==> src/rtl/dino_game_ctrl_if.sv <==
// Board-side and sprite-side signal bundle for dino_game_ctrl.
// slave = the controller; master = whatever drives buttons, strobe and boxes.
interface dino_game_ctrl_if;
  logic        i_ani_stb;
  logic        i_btn_jump;
  logic        i_btn_duck;
  logic [11:0] i_dino_x1, i_dino_x2, i_dino_y1, i_dino_y2;
  logic [11:0] i_obs_x1, i_obs_x2, i_obs_y1, i_obs_y2;
  logic        o_animate;
  logic        o_game_rst;
  logic        o_jump;
  logic        o_duck;
  logic [15:0] o_score;
  logic [3:0]  o_speed;
  logic [1:0]  o_state;
  logic        o_game_over;
  logic [15:0] o_hiscore;

  modport slave (
    input  i_ani_stb, i_btn_jump, i_btn_duck,
    input  i_dino_x1, i_dino_x2, i_dino_y1, i_dino_y2,
    input  i_obs_x1, i_obs_x2, i_obs_y1, i_obs_y2,
    output o_animate, o_game_rst, o_jump, o_duck, o_score, o_speed,
    output o_state, o_game_over, o_hiscore
  );

  modport master (
    output i_ani_stb, i_btn_jump, i_btn_duck,
    output i_dino_x1, i_dino_x2, i_dino_y1, i_dino_y2,
    output i_obs_x1, i_obs_x2, i_obs_y1, i_obs_y2,
    input  o_animate, o_game_rst, o_jump, o_duck, o_score, o_speed,
    input  o_state, o_game_over, o_hiscore
  );
endinterface

==> src/rtl/dino_game_ctrl.sv <==
// Chrome-dino game sequencer: button sync, IDLE/RUN/HIT/OVER flow, collision, score, speed.
// Optional best-score register enabled by defining DINO_HISCORE_EN.
module dino_game_ctrl #(
  parameter int SCORE_DIV  = 6,
  parameter int SPEED_STEP = 100,
  parameter int SPEED_INIT = 2,
  parameter int SPEED_MAX  = 15,
  parameter int HIT_FRAMES = 30
) (
  input  logic             i_clk,
  input  logic             i_rst,
  dino_game_ctrl_if.slave  bus
);
  localparam int FW = (SCORE_DIV  > 1) ? $clog2(SCORE_DIV)  : 1;
  localparam int SW = (SPEED_STEP > 1) ? $clog2(SPEED_STEP) : 1;
  localparam int HW = (HIT_FRAMES > 1) ? $clog2(HIT_FRAMES) : 1;

  typedef enum logic [1:0] {IDLE = 2'd0, RUN = 2'd1, HIT = 2'd2, OVER = 2'd3} state_e;

  state_e        state_q, state_d;
  logic          jmp_s1_q, jmp_s2_q, jmp_s3_q;
  logic          duck_s1_q, duck_s2_q;
  logic [FW-1:0] frame_q, frame_d;
  logic [SW-1:0] step_q, step_d;
  logic [HW-1:0] hit_q, hit_d;
  logic [15:0]   score_q, score_d;
  logic [3:0]    speed_q, speed_d;
  logic          game_rst_q, game_rst_d;
  logic          jump_q, jump_d;
  logic          jump_edge, collide;

  assign jump_edge = jmp_s2_q & ~jmp_s3_q;
  // Strict overlap: boxes that only share an edge do not collide.
  assign collide = (bus.i_dino_x1 < bus.i_obs_x2) && (bus.i_obs_x1 < bus.i_dino_x2) &&
                   (bus.i_dino_y1 < bus.i_obs_y2) && (bus.i_obs_y1 < bus.i_dino_y2);

  always_comb begin
    state_d    = state_q;
    frame_d    = frame_q;
    step_d     = step_q;
    hit_d      = hit_q;
    score_d    = score_q;
    speed_d    = speed_q;
    game_rst_d = 1'b0;
    jump_d     = 1'b0;
    case (state_q)
      IDLE, OVER: begin
        if (jump_edge) begin
          state_d    = RUN;
          game_rst_d = 1'b1;
          frame_d    = '0;
          step_d     = '0;
          score_d    = '0;
          speed_d    = 4'(SPEED_INIT);
        end
      end
      RUN: begin
        if (bus.i_ani_stb && collide) begin
          state_d = HIT;
          hit_d   = '0;
        end else begin
          jump_d = jump_edge;
          if (bus.i_ani_stb) begin
            if (frame_q == FW'(SCORE_DIV - 1)) begin
              frame_d = '0;
              if (score_q != 16'hFFFF) score_d = score_q + 16'd1;
              if (step_q == SW'(SPEED_STEP - 1)) begin
                step_d = '0;
                if (speed_q != 4'(SPEED_MAX)) speed_d = speed_q + 4'd1;
              end else begin
                step_d = step_q + SW'(1);
              end
            end else begin
              frame_d = frame_q + FW'(1);
            end
          end
        end
      end
      HIT: begin
        if (bus.i_ani_stb) begin
          if (hit_q == HW'(HIT_FRAMES - 1)) state_d = OVER;
          else hit_d = hit_q + HW'(1);
        end
      end
      default: state_d = IDLE;
    endcase
  end

  always_ff @(posedge i_clk) begin
    if (i_rst) begin
      state_q    <= IDLE;
      jmp_s1_q   <= 1'b0;
      jmp_s2_q   <= 1'b0;
      jmp_s3_q   <= 1'b0;
      duck_s1_q  <= 1'b0;
      duck_s2_q  <= 1'b0;
      frame_q    <= '0;
      step_q     <= '0;
      hit_q      <= '0;
      score_q    <= '0;
      speed_q    <= 4'(SPEED_INIT);
      game_rst_q <= 1'b0;
      jump_q     <= 1'b0;
    end else begin
      state_q    <= state_d;
      jmp_s1_q   <= bus.i_btn_jump;
      jmp_s2_q   <= jmp_s1_q;
      jmp_s3_q   <= jmp_s2_q;
      duck_s1_q  <= bus.i_btn_duck;
      duck_s2_q  <= duck_s1_q;
      frame_q    <= frame_d;
      step_q     <= step_d;
      hit_q      <= hit_d;
      score_q    <= score_d;
      speed_q    <= speed_d;
      game_rst_q <= game_rst_d;
      jump_q     <= jump_d;
    end
  end

  assign bus.o_state     = state_q;
  assign bus.o_animate   = (state_q == RUN);
  assign bus.o_duck      = (state_q == RUN) && duck_s2_q;
  assign bus.o_game_over = (state_q == OVER);
  assign bus.o_jump      = jump_q;
  assign bus.o_game_rst  = game_rst_q;
  assign bus.o_score     = score_q;
  assign bus.o_speed     = speed_q;

`ifdef DINO_HISCORE_EN
  logic        over_q;
  logic [15:0] hiscore_q;

  // Latch the best score on the cycle after OVER is entered.
  always_ff @(posedge i_clk) begin
    if (i_rst) begin
      over_q    <= 1'b0;
      hiscore_q <= '0;
    end else begin
      over_q <= (state_q == OVER);
      if ((state_q == OVER) && !over_q && (score_q > hiscore_q)) hiscore_q <= score_q;
    end
  end
  assign bus.o_hiscore = hiscore_q;
`else
  assign bus.o_hiscore = '0;
`endif
endmodule

==> src/flat_wrapper.sv <==
// flat-port wrapper written by rule: the top's interface ports become plain ports
module dino_game_ctrl_flat 
#(
  parameter int SCORE_DIV  = 6,
  parameter int SPEED_STEP = 100,
  parameter int SPEED_INIT = 2,
  parameter int SPEED_MAX  = 15,
  parameter int HIT_FRAMES = 30
)
  (i_clk, i_rst, bus_i_ani_stb, bus_i_btn_jump, bus_i_btn_duck, bus_i_dino_x1, bus_i_dino_x2, bus_i_dino_y1, bus_i_dino_y2, bus_i_obs_x1, bus_i_obs_x2, bus_i_obs_y1, bus_i_obs_y2, bus_o_animate, bus_o_game_rst, bus_o_jump, bus_o_duck, bus_o_score, bus_o_speed, bus_o_state, bus_o_game_over, bus_o_hiscore);
  dino_game_ctrl_if bus_i ();
  input  logic i_clk;
  input  logic i_rst;
  input wire logic [$bits(bus_i.i_ani_stb)-1:0] bus_i_ani_stb;
  input wire logic [$bits(bus_i.i_btn_jump)-1:0] bus_i_btn_jump;
  input wire logic [$bits(bus_i.i_btn_duck)-1:0] bus_i_btn_duck;
  input wire logic [$bits(bus_i.i_dino_x1)-1:0] bus_i_dino_x1;
  input wire logic [$bits(bus_i.i_dino_x2)-1:0] bus_i_dino_x2;
  input wire logic [$bits(bus_i.i_dino_y1)-1:0] bus_i_dino_y1;
  input wire logic [$bits(bus_i.i_dino_y2)-1:0] bus_i_dino_y2;
  input wire logic [$bits(bus_i.i_obs_x1)-1:0] bus_i_obs_x1;
  input wire logic [$bits(bus_i.i_obs_x2)-1:0] bus_i_obs_x2;
  input wire logic [$bits(bus_i.i_obs_y1)-1:0] bus_i_obs_y1;
  input wire logic [$bits(bus_i.i_obs_y2)-1:0] bus_i_obs_y2;
  output wire logic [$bits(bus_i.o_animate)-1:0] bus_o_animate;
  output wire logic [$bits(bus_i.o_game_rst)-1:0] bus_o_game_rst;
  output wire logic [$bits(bus_i.o_jump)-1:0] bus_o_jump;
  output wire logic [$bits(bus_i.o_duck)-1:0] bus_o_duck;
  output wire logic [$bits(bus_i.o_score)-1:0] bus_o_score;
  output wire logic [$bits(bus_i.o_speed)-1:0] bus_o_speed;
  output wire logic [$bits(bus_i.o_state)-1:0] bus_o_state;
  output wire logic [$bits(bus_i.o_game_over)-1:0] bus_o_game_over;
  output wire logic [$bits(bus_i.o_hiscore)-1:0] bus_o_hiscore;
  assign bus_i.i_ani_stb = bus_i_ani_stb;
  assign bus_i.i_btn_jump = bus_i_btn_jump;
  assign bus_i.i_btn_duck = bus_i_btn_duck;
  assign bus_i.i_dino_x1 = bus_i_dino_x1;
  assign bus_i.i_dino_x2 = bus_i_dino_x2;
  assign bus_i.i_dino_y1 = bus_i_dino_y1;
  assign bus_i.i_dino_y2 = bus_i_dino_y2;
  assign bus_i.i_obs_x1 = bus_i_obs_x1;
  assign bus_i.i_obs_x2 = bus_i_obs_x2;
  assign bus_i.i_obs_y1 = bus_i_obs_y1;
  assign bus_i.i_obs_y2 = bus_i_obs_y2;
  assign bus_o_animate = bus_i.o_animate;
  assign bus_o_game_rst = bus_i.o_game_rst;
  assign bus_o_jump = bus_i.o_jump;
  assign bus_o_duck = bus_i.o_duck;
  assign bus_o_score = bus_i.o_score;
  assign bus_o_speed = bus_i.o_speed;
  assign bus_o_state = bus_i.o_state;
  assign bus_o_game_over = bus_i.o_game_over;
  assign bus_o_hiscore = bus_i.o_hiscore;
  dino_game_ctrl #(.SCORE_DIV(SCORE_DIV), .SPEED_STEP(SPEED_STEP), .SPEED_INIT(SPEED_INIT), .SPEED_MAX(SPEED_MAX), .HIT_FRAMES(HIT_FRAMES)) u_core (.i_clk(i_clk), .i_rst(i_rst), .bus(bus_i));
endmodule
==> config.mk <==
export PLATFORM = sky130hd
export DESIGN_NAME = dino_game_ctrl_flat
export DESIGN_NICKNAME = d
export VERILOG_FILES = /design/src/rtl/dino_game_ctrl_if.sv /design/src/rtl/dino_game_ctrl.sv /design/src/flat_wrapper.sv
export SDC_FILE = /design/constraint.sdc
export NUM_CORES = 1
export LEC_CHECK = 0
export BUFFER_PORTS_ARGS = -buffer_cell sky130_fd_sc_hd__buf_2
export CAP_MARGIN = 20
export CORE_MARGIN = 1
export CORE_UTILIZATION = 25
export DETAILED_ROUTE_END_ITERATION = 6
export GPL_ROUTABILITY_DRIVEN = 0
export SETUP_SLACK_MARGIN = 0.2
export SYNTH_ARGS = -nofsm -noshare
export SYNTH_HDL_FRONTEND = slang
export SYNTH_SLANG_ARGS = --single-unit
==> constraint.sdc <==
create_clock -name i_clk -period 6.22 [get_ports i_clk]
set_input_delay 0.933 -clock i_clk [delete_from_list [all_inputs] [get_ports i_clk]]
set_output_delay 0.933 -clock i_clk [all_outputs]
set_load 0.005 [all_outputs]
==> flow_summary.yaml, run 1 <==
run_status:
  status: "completed"
grt:
  grt.overflow.total: 0
  grt_max_degree: 45
  first_global_vias: 3200
  gr-usage-all-layers: 0.1224
  antenna_violations_before_repair: 0
  global_route_wire_length_before_repair_mm: 14.59
setup_path:
  timing.critical_path.slowest_stage_cell: "nor4_1"
  worst-endpoint-arrival_ns: 3.19
  crit_path_max_incr_delay_ns: 0.55
  timing.critical_path.required_ns: 6.42
  worstSetupStartpointType: "input port"
  critPathCaptureType: "flop"
  crit_path_cell_trace: "buf_2, inv_1, ha_1, nand2_1, nor4_1, a21oi_2, a31oi_4, a41oi_1, a211oi_1"
  critPathKind: "input port to flop"
  cp_max_fo: 18
floorplanning:
  die_h_um: 121.2
  row_count: 43
  core-area_um2: 13880
  initial_utilization: 0.2561
  die-width_um: 121.2
  die_area_um2: 14700
  design.portCount: 144
cts:
  cts.hold.buffers_added: 0
  cts_buffers: 5
  clk_sink_count: 44
  tritoncts: "yes"
  h_tree_depth: 2
  cts.root.buffer_cell: "clkbuf_16"
  cts-resized-gates: 0
  ctsLongestPathBuffers: 2
  path_clk_slew_ns: 0.06
  post-cts-setup-buffers: 0
  insertion_delay_ns: 0.29
synthesis:
  syn_area_um2: 3555
  post_synth.cell_area_avg_um2: 7.899
  synthDominantAreaCellType: "dfxtp_1"
  synth_cells: 450
  synth-edff-count: 0
  synth_adder_area_share: 0.1866
  synth_cell_types: 61
  synth_simple_gate_area_share: 0.2098
  synth_top_cells_by_area: "dfxtp_1, ha_1, inv_1"
  sequential_cell_area_fraction_in_the_yosys_report: 0.2478
  yosys.area_share.xor_xnor: 0
  async_set_or_reset_flop_fraction_in_the_synthesized_netlist: 0
  synth-compound-area-share: 0.2256
  synth-main-ff-cell: "dfxtp_1"
  yosys_warn_count: 0
  ff_latch_count_synth: 44
  fraction_of_post_synthesis_cell_area_in_the_top_cell_type_by_area: 0.2478
  post_synth_mux_area_share: 0.01760
  synth_top_family_by_area: "compound AO/OA/AOI/OAI gates"
placed_design:
  port_buffers: 127
  dpl_cell_area_um2: 4315
  placedCellCount: 747
  detailed_placer_s_ending_hpwl_mm: 7.042
final_layout:
  areaGrowthSynthToFinish_pct: 25.73
  finish.instance_area_um2: 4469
  n_antenna_cell: 0
  drive_gt1_frac: 0.2696
  final-instance-count-excl-fill: 755
  layout.nets: 728
  final_util: 0.3220
timing:
  fin_crit_period_ns: 2.987
  setup_viol_count_final: 0
  worst_pin_slew_ns: 0.7995
  portion_of_the_clock_cycle_consumed_by_the_worst_path_in_the_final_layout: 0.4802
  final_max_slew_viols: 0
  setup-tns-final_ns: 0
  grt_setup_unrepaired: "false"
  final_hold_viol_count: 0
  tightest_slew_margin_relative_to_the_limit: 0.4670
  max_clock_freq_mhz: 334.8
  fin_skew_ns: 0.008069
worst_hold_path:
  hold_path.class: "flop to flop"
routing:
  remaining_drc_errors: 0
  routed_wire_length_per_instance_um: 11.71
  detailedRoute.firstPassIterationCount: 7
  detail_route.iter0.violations: 150
  route.final.wire_length_mm: 8.844
  antenna_violating_nets_post_route: 0
  dr_total_vias: 3478
  route.detailed.vias_per_inst: 4.607
power:
  peakVddDrop_mv: 0.09979
  static-leakage-power_uw: 0.002149
  cellPowerDensity_nw_per_um2: 223.0
job:
  max_cap_viol_count: 0
## power by group
part	internal (uW)	leakage (uW)	switching (uW)
Clock	160	0.0000691	114
Combinational	147	0.00172	267
Sequential	295	0.000356	14.9
## placed cells by master (no fill, tap or decap), drive strengths merged, types with 7 or more instances in the layout
cell and n:
a211oi 9, nor2 34, o31ai 11, buf 128, inv 61, nand2 29, nand2b 7, nor2b 9
and3 8, nand3 16, ha 53, conb 16, dfxtp 44, a21oi 32, o21ai 28, nand4 9
## per-layer routing
layer	GRT usage	share of wire	vias up
li1	-	-	1830
met1	0.1540	0.48	1519
met2	0.2104	0.46	121
met3	0.02397	0.058	8
met4	0.03472	0.0096	0
met5	0	0	-
## cells in the mapped netlist (2+ instances only)
cell type,instances
a211o_1,3
a211oi_1,9
a21o_1,4
a21oi_1,30
a21oi_2,2
a311oi_1,2
a31o_2,2
and3_1,8
buf_2,2
buf_4,17
clkbuf_1,7
dfxtp_1,44
ha_1,53
inv_1,61
mux2i_1,4
nand2_1,28
nand2b_1,7
nand3_1,15
nand4_1,9
nand4b_1,6
nor2_1,32
nor2b_1,9
nor3_1,3
nor3_2,3
nor3b_1,3
nor4_1,3
o211ai_1,6
o21ai_0,26
o22ai_1,5
o31ai_1,11
o41ai_1,4
or2_2,2
or3_1,2
## critical path: cells and delay by family
| kind | cells | cell delay (ns) |
|---|---|---|
| simple gates | 2 | 0.64 |
| buf+inv | 2 | 0.11 |
| compound gates | 4 | 1.20 |
| fa+ha+maj | 1 | 0.30 |
## cell type report
type | count | area [um2]
Timing Repair Buffer | 128 | 643.1
Sequential cell | 44 | 880.8
Clock buffer | 6 | 138.9
Fill cell | 1536 | 9412
Clock inverter | 2 | 15.01
Inverter | 62 | 232.7
Multi-Input combinational cell | 333 | 2333
Tap cell | 180 | 225.2
## kinds of logic after synthesis
kind of cell             after synthesis
multiplexers                           6
AO/OA/AOI/OAI                        119
AND/OR/NAND/NOR                      139
other                                  1
buffers and inverters                 88
adder cells (fa/ha/maj)               53
flip-flops                            44
## path summary, 6_finish.rpt
path | start | to | slack [ns] | cells after the start
setup / recovery | bus_i_obs_x2[11] | u_core.bus.o_score[15] | 3.23 | 9
hold / removal | u_core.duck_s1_q | u_core.duck_s2_q | 0.44 | 1
setup reg to reg | u_core.bus.o_state[0] | u_core.bus.o_score[15] | 3.45 | 9
hold reg to reg | u_core.duck_s1_q | u_core.duck_s2_q | 0.44 | 1
## per-stage QoR
step / power (uW) / hold WS (ns) / worst slack (ns)
after detailed placement: 727.2 / 0.4185 / 2.950
final: 996.7 / 0.4409 / 3.233
after floorplan: 608.5 / 0.3979 / 3.269
after CTS: 1005 / 0.4426 / 3.283
after global placement: 725.3 / 0.4296 / 3.017
after global routing: 1074 / 0.4785 / 3.059
## registers in the layout, summed over array words and instances, names as in the netlist
| register | flops |
|---|---|
| u_core.duck_s2_q | 1 |
| u_core.duck_s1_q | 1 |
| u_core.bus.o_game_rst | 1 |
| u_core.step_q | 7 |
| u_core.bus.o_speed | 4 |
| u_core.jmp_s1_q | 1 |
| u_core.bus.o_score | 16 |
| u_core.frame_q | 3 |
| u_core.bus.o_jump | 1 |
| u_core.bus.o_state | 2 |
| u_core.jmp_s3_q | 1 |
| u_core.hit_q | 5 |
| u_core.jmp_s2_q | 1 |
Power figures use the tool's default switching activity.
==> run 2: changes to the inputs <==
==> constraint.sdc (replaced) <==
create_clock -name i_clk -period 2.5 [get_ports i_clk]
set_input_delay 0.375 -clock i_clk [delete_from_list [all_inputs] [get_ports i_clk]]
set_output_delay 0.375 -clock i_clk [all_outputs]
set_load 0.005 [all_outputs]
==> flow_summary.yaml, run 2 (synthesis results as in run 1) <==
timing:
  tightest_slew_margin_relative_to_the_limit: 0.6428
  portion_of_the_clock_cycle_consumed_by_the_worst_path_in_the_final_layout: 0.9078
  setup_viol_count_final: 0
  setup-tns-final_ns: 0
  final.setup.worst_slack_ns: 0.2304
  worst_pin_slew_ns: 0.5357
  final_hold_viol_count: 0
  fin_crit_period_ns: 2.270
  fin_skew_ns: 0.006351
  final_max_slew_viols: 0
  grt_setup_unrepaired: "true"
  timing.hold.ws_ns: 0.3273
  max_clock_freq_mhz: 440.6
setup_path:
  reg2reg_slack_ns: 0.34
  critPathKind: "input port to flop"
  r2r-start: "u_core.bus.o_state[0]"
  crit_path_cell_trace: "buf_6, inv_6, ha_4, a222oi_1, nand4_1, nor3_2, nand3_2, nor2_4, nand2_2, a221oi_2, mux2_1"
  worstSetupStartpointType: "input port"
  timing.critical_path.required_ns: 2.67
  critPathCaptureType: "flop"
  rr_endpoint: "u_core.bus.o_score[13]"
  crit_path_max_incr_delay_ns: 0.38
  ff2ff_path_depth: 10
  timing.critical_path.slowest_stage_cell: "a222oi_1"
  worst-endpoint-arrival_ns: 2.44
  cp_max_fo: 3
floorplanning:
  design.portCount: 144
  row_count: 43
  die_area_um2: 14700
  initial_utilization: 0.2561
  die-width_um: 121.2
  die_h_um: 121.2
  core-area_um2: 13880
worst_hold_path:
  timing.hold.worst_path_depth: 2
  min-delay-start: "bus_i_btn_duck"
  hold-path-endpoint: "u_core.duck_s1_q"
  hold_path.class: "input port to flop"
routing:
  detail_route.iter0.violations: 139
  detailedRoute.firstPassIterationCount: 4
  route.final.wire_length_mm: 9.336
  dr_total_vias: 3612
  remaining_drc_errors: 0
  routed_wire_length_per_instance_um: 11.95
  antenna_violating_nets_post_route: 0
  route.detailed.vias_per_inst: 4.625
cts:
  clk_sink_count: 44
  h_tree_depth: 2
  cts.hold.buffers_added: 0
  tritoncts: "yes"
  ctsLongestPathBuffers: 2
  cts.root.buffer_cell: "clkbuf_16"
  path_clk_slew_ns: 0.06
  cts_buffers: 5
  insertion_delay_ns: 0.28
grt:
  global_route_wire_length_before_repair_mm: 15.41
  gr-usage-all-layers: 0.1284
  antenna_violations_before_repair: 0
  first_global_vias: 3382
  grt.overflow.total: 0
  grt_max_degree: 32
final_layout:
  finish.instance_area_um2: 4803
  drive_gt1_frac: 0.3278
  mostFrequentLayoutCells: "buf_2, inv_1, ha_1"
  areaGrowthSynthToFinish_pct: 35.13
  mostFrequentLayoutCell: "buf_2"
  n_antenna_cell: 0
  layout.nets: 754
  regArea_um2: 882.1
  multiInputGateArea_um2: 2419
  flip_flop_count_of_the_largest_register_all_copies_and_words_added: 16
  n_fill_cell: 1499
  final_util: 0.3460
run_status:
  status: "completed"
power:
  cellPowerDensity_nw_per_um2: 593.8
  static-leakage-power_uw: 0.002307
  peakVddDrop_mv: 0.3195
placed_design:
  post-place-ws_ns: -0.1303
  port_buffers: 127
  dpl_cell_area_um2: 4546
  detailed_placer_s_ending_hpwl_mm: 7.660
job:
  max_cap_viol_count: 0
run 2: cell types whose count changed in the layout (fill, tap and decap cells not counted), moves of 2 or more:
cell        previous run  this run
buf_4                  1        26
clkinvlp_4             2         0
ha_1                  53        48
ha_4                   0         3
ha_2                   0         2
inv_2                  0         2
inv_1                 61        58
run 2: per-layer routing:
layer	up-vias	GRT usage	part of all wire
li1	1882	-	-
met1	1602	0.1653	0.45
met2	122	0.2207	0.47
met3	6	0.02679	0.064
met4	0	0.02392	0.0079
met5	-	0	0
run 2: area by class of cell:
type,count,share of cell area
clock buffer,7,0.03178
multi-input combinational,333,0.5035
inverter,62,0.04949
clock inverter,1,0.006252
tap,180,0.04689
timing repair buffer,154,0.1784
sequential,44,0.1836
run 2: worst max-delay path by stage:
stage,start,depth (start not counted),to,slack (ns)
global placement,bus_i_dino_x1[11],10,u_core.hit_q[1],-0.10
floorplan,bus_i_dino_x1[11],9,u_core.hit_q[1],0.19
finish,bus_i_obs_x2[11],11,u_core.hit_q[1],0.23
detailed placement,bus_i_dino_x1[11],10,u_core.hit_q[1],-0.13
global route,bus_i_dino_y2[7],12,u_core.bus.o_speed[2],0.1
CTS,bus_i_obs_x2[11],11,u_core.hit_q[1],0.22
run 2: worst max-delay path, delay by kind of cell:
family	cells	cell delay [ns]
compound gates	2	0.71
mux	1	0.34
simple gates	5	0.67
buf+inv	2	0.14
fa+ha+maj	1	0.19
run 2: stage by stage:
step                instances  power, uW
finish                    781       2852
global route              781       3063
CTS                       778       2828
detailed placement        769       2025
global placement          769       2024
floorplan                 465       1526
run 2: power by group:
part	switching [uW]	internal, uW	leakage [uW]
Combinational	722	570	0.00186
Clock	267	526	0.0000901
Sequential	30.8	736	0.000356
Total	1020	1830	0.00231
run 2: what timing repair did:
action | CTS | global route
gates resized for setup | 2 | 11
buffers inserted | 1 | 3
pin swaps | 6 | 6
cloned | 0 | 0
endpoints found under the setup margin | 1 | 31
==> run 3: changes to the inputs <==
--- a/config.mk
+++ b/config.mk
@@ -8,9 +8,10 @@
 export BUFFER_PORTS_ARGS = -buffer_cell sky130_fd_sc_hd__buf_2
 export CAP_MARGIN = 20
 export CORE_MARGIN = 1
-export CORE_UTILIZATION = 25
+export CORE_UTILIZATION = 40
 export DETAILED_ROUTE_END_ITERATION = 6
 export GPL_ROUTABILITY_DRIVEN = 0
+export PLACE_DENSITY = 0.71
 export SETUP_SLACK_MARGIN = 0.2
 export SYNTH_ARGS = -nofsm -noshare
 export SYNTH_HDL_FRONTEND = slang
==> flow_summary.yaml, run 3 (synthesis results as in run 1) <==
grt:
  global_route_wire_length_before_repair_mm: 14.81
  first_global_vias: 3503
  grt.overflow.total: 0
  gr-usage-all-layers: 0.1999
  grt_max_degree: 33
  antenna_violations_before_repair: 0
cts:
  cts.root.buffer_cell: "clkbuf_8"
  cts.hold.buffers_added: 0
  clk_sink_count: 44
  h_tree_depth: 2
  insertion_delay_ns: 0.30
  path_clk_slew_ns: 0.08
  tritoncts: "yes"
  cts_buffers: 5
  ctsLongestPathBuffers: 2
routing:
  dr_total_vias: 3690
  detail_route.iter0.violations: 179
  route.final.wire_length_mm: 8.979
  routed_wire_length_per_instance_um: 12.68
  antenna_violating_nets_post_route: 0
  detailedRoute.firstPassIterationCount: 4
  remaining_drc_errors: 0
  route.detailed.vias_per_inst: 5.212
setup_path:
  worst-endpoint-arrival_ns: 2.39
  ff2ff_path_depth: 10
  timing.critical_path.max_delay_family: "simple AND/OR/NAND/NOR gates"
  worstPathBufferInverterCount: 2
  critPathCaptureType: "flop"
  cp_max_fo: 3
  crit_path_max_incr_delay_ns: 0.35
  crit_path_cell_trace: "buf_6, clkinv_4, ha_4, a222oi_1, nand4_1, nor3_2, nand3_2, nor2_4, nand2_2, a221oi_4, mux2_4"
  rr_endpoint: "u_core.bus.o_score[7]"
  worstSetupStartpointType: "input port"
  reg2reg_slack_ns: 0.35
  r2r-start: "u_core.bus.o_score[0]"
  timing.critical_path.required_ns: 2.69
  critPathKind: "input port to flop"
  timing.critical_path.slowest_stage_cell: "a222oi_1"
  critical_path.startpoint: "bus_i_obs_x2[11]"
floorplanning:
  die_area_um2: 9268
  design.portCount: 144
  die_h_um: 96.27
  row_count: 34
  core-area_um2: 8678
  die-width_um: 96.27
  initial_utilization: 0.4096
timing:
  timing.hold.ws_ns: 0.3018
  final_max_slew_viols: 0
  worst_pin_slew_ns: 0.5967
  setup-tns-final_ns: 0
  grt_setup_unrepaired: "true"
  fin_crit_period_ns: 2.197
  portion_of_the_clock_cycle_consumed_by_the_worst_path_in_the_final_layout: 0.8788
  setup_viol_count_final: 0
  final_hold_viol_count: 0
  fin_skew_ns: 0.01595
  max_clock_freq_mhz: 455.2
  tightest_slew_margin_relative_to_the_limit: 0.6022
final_layout:
  n_fill_cell: 842
  drive_gt1_frac: 0.3233
  mostFrequentLayoutCells: "buf_2, inv_1, ha_1"
  flip_flop_count_of_the_largest_register_all_copies_and_words_added: 16
  areaGrowthSynthToFinish_pct: 29.64
  finish.instance_area_um2: 4608
  mostFrequentLayoutCell: "buf_2"
  layout.nets: 753
  n_antenna_cell: 0
  multiInputGateArea_um2: 2407
  regArea_um2: 883.3
power:
  cellPowerDensity_nw_per_um2: 557.3
  fin_total_pwr_uw: 2568
  peakVddDrop_mv: 0.2670
  static-leakage-power_uw: 0.002258
placed_design:
  detailed_placer_s_ending_hpwl_mm: 7.249
  port_buffers: 127
  dpl_cell_area_um2: 4441
worst_hold_path:
  hold-path-endpoint: "u_core.jmp_s1_q"
  timing.hold.worst_path_depth: 2
  hold_path.class: "input port to flop"
  min-delay-start: "bus_i_btn_jump"
run_status:
  status: "completed"
job:
  max_cap_viol_count: 0
[run 3: cell count changes in the layout (fill, tap and decap cells not counted), sizes merged]
cell / change
bufinv: -1
clkbuf: -2
inv: -1
buf: -1
clkinv: +4
[run 3: power by group]
group / internal, uW / switching (uW)
clock: 195 / 260
combinational: 602 / 747
sequential: 734 / 30.4
[run 3: worst max-delay path by stage]
| stage | to | slack, ns | depth (start not counted) |
|---|---|---|---|
| 6_report | u_core.hit_q[1] | 0.30 | 11 |
| 5_1_grt | u_core.bus.o_score[1] | 0.18 | 12 |
| 3_3_place_gp | u_core.hit_q[1] | 0.004 | 11 |
| 2_1_floorplan | u_core.hit_q[1] | 0.19 | 9 |
| 3_5_place_dp | u_core.bus.o_score[15] | -0.07 | 10 |
| 4_1_cts | u_core.bus.o_speed[2] | 0.23 | 9 |
[run 3: per-layer routing]
metal	GRT usage	wire length, um	part of all wire	vias up
met5	0	0	0	-
met4	0.06219	108	0.012	0
met3	0.04107	559	0.062	14
met2	0.3635	4407	0.49	142
met1	0.2324	3903	0.43	1662
li1	-	-	-	1872
[run 3: cell type report]
class                           count  area share
Sequential cell                    44      0.1917
Multi-Input combinational cell    333      0.5224
Clock inverter                      3    0.004073
Clock buffer                        5     0.01493
Tap cell                          108     0.02932
Timing Repair Buffer              153      0.1860
Inverter                           62     0.05159
[run 3: what timing repair did]
action | CTS | global route
gates resized for setup | 0 | 13
setup endpoints to repair | 0 | 30
setup buffers | 0 | 5
[run 3: per-stage QoR]
step	util	std cells	setup slack, ns
6_report	0.5310	708	0.3030
5_1_grt	0.5310	708	0.1774
4_1_cts	0.5218	703	0.2302
3_5_place_dp	0.5117	695	-0.07321
3_3_place_gp	0.5117	695	0.004426
2_1_floorplan	-	465	0.1908
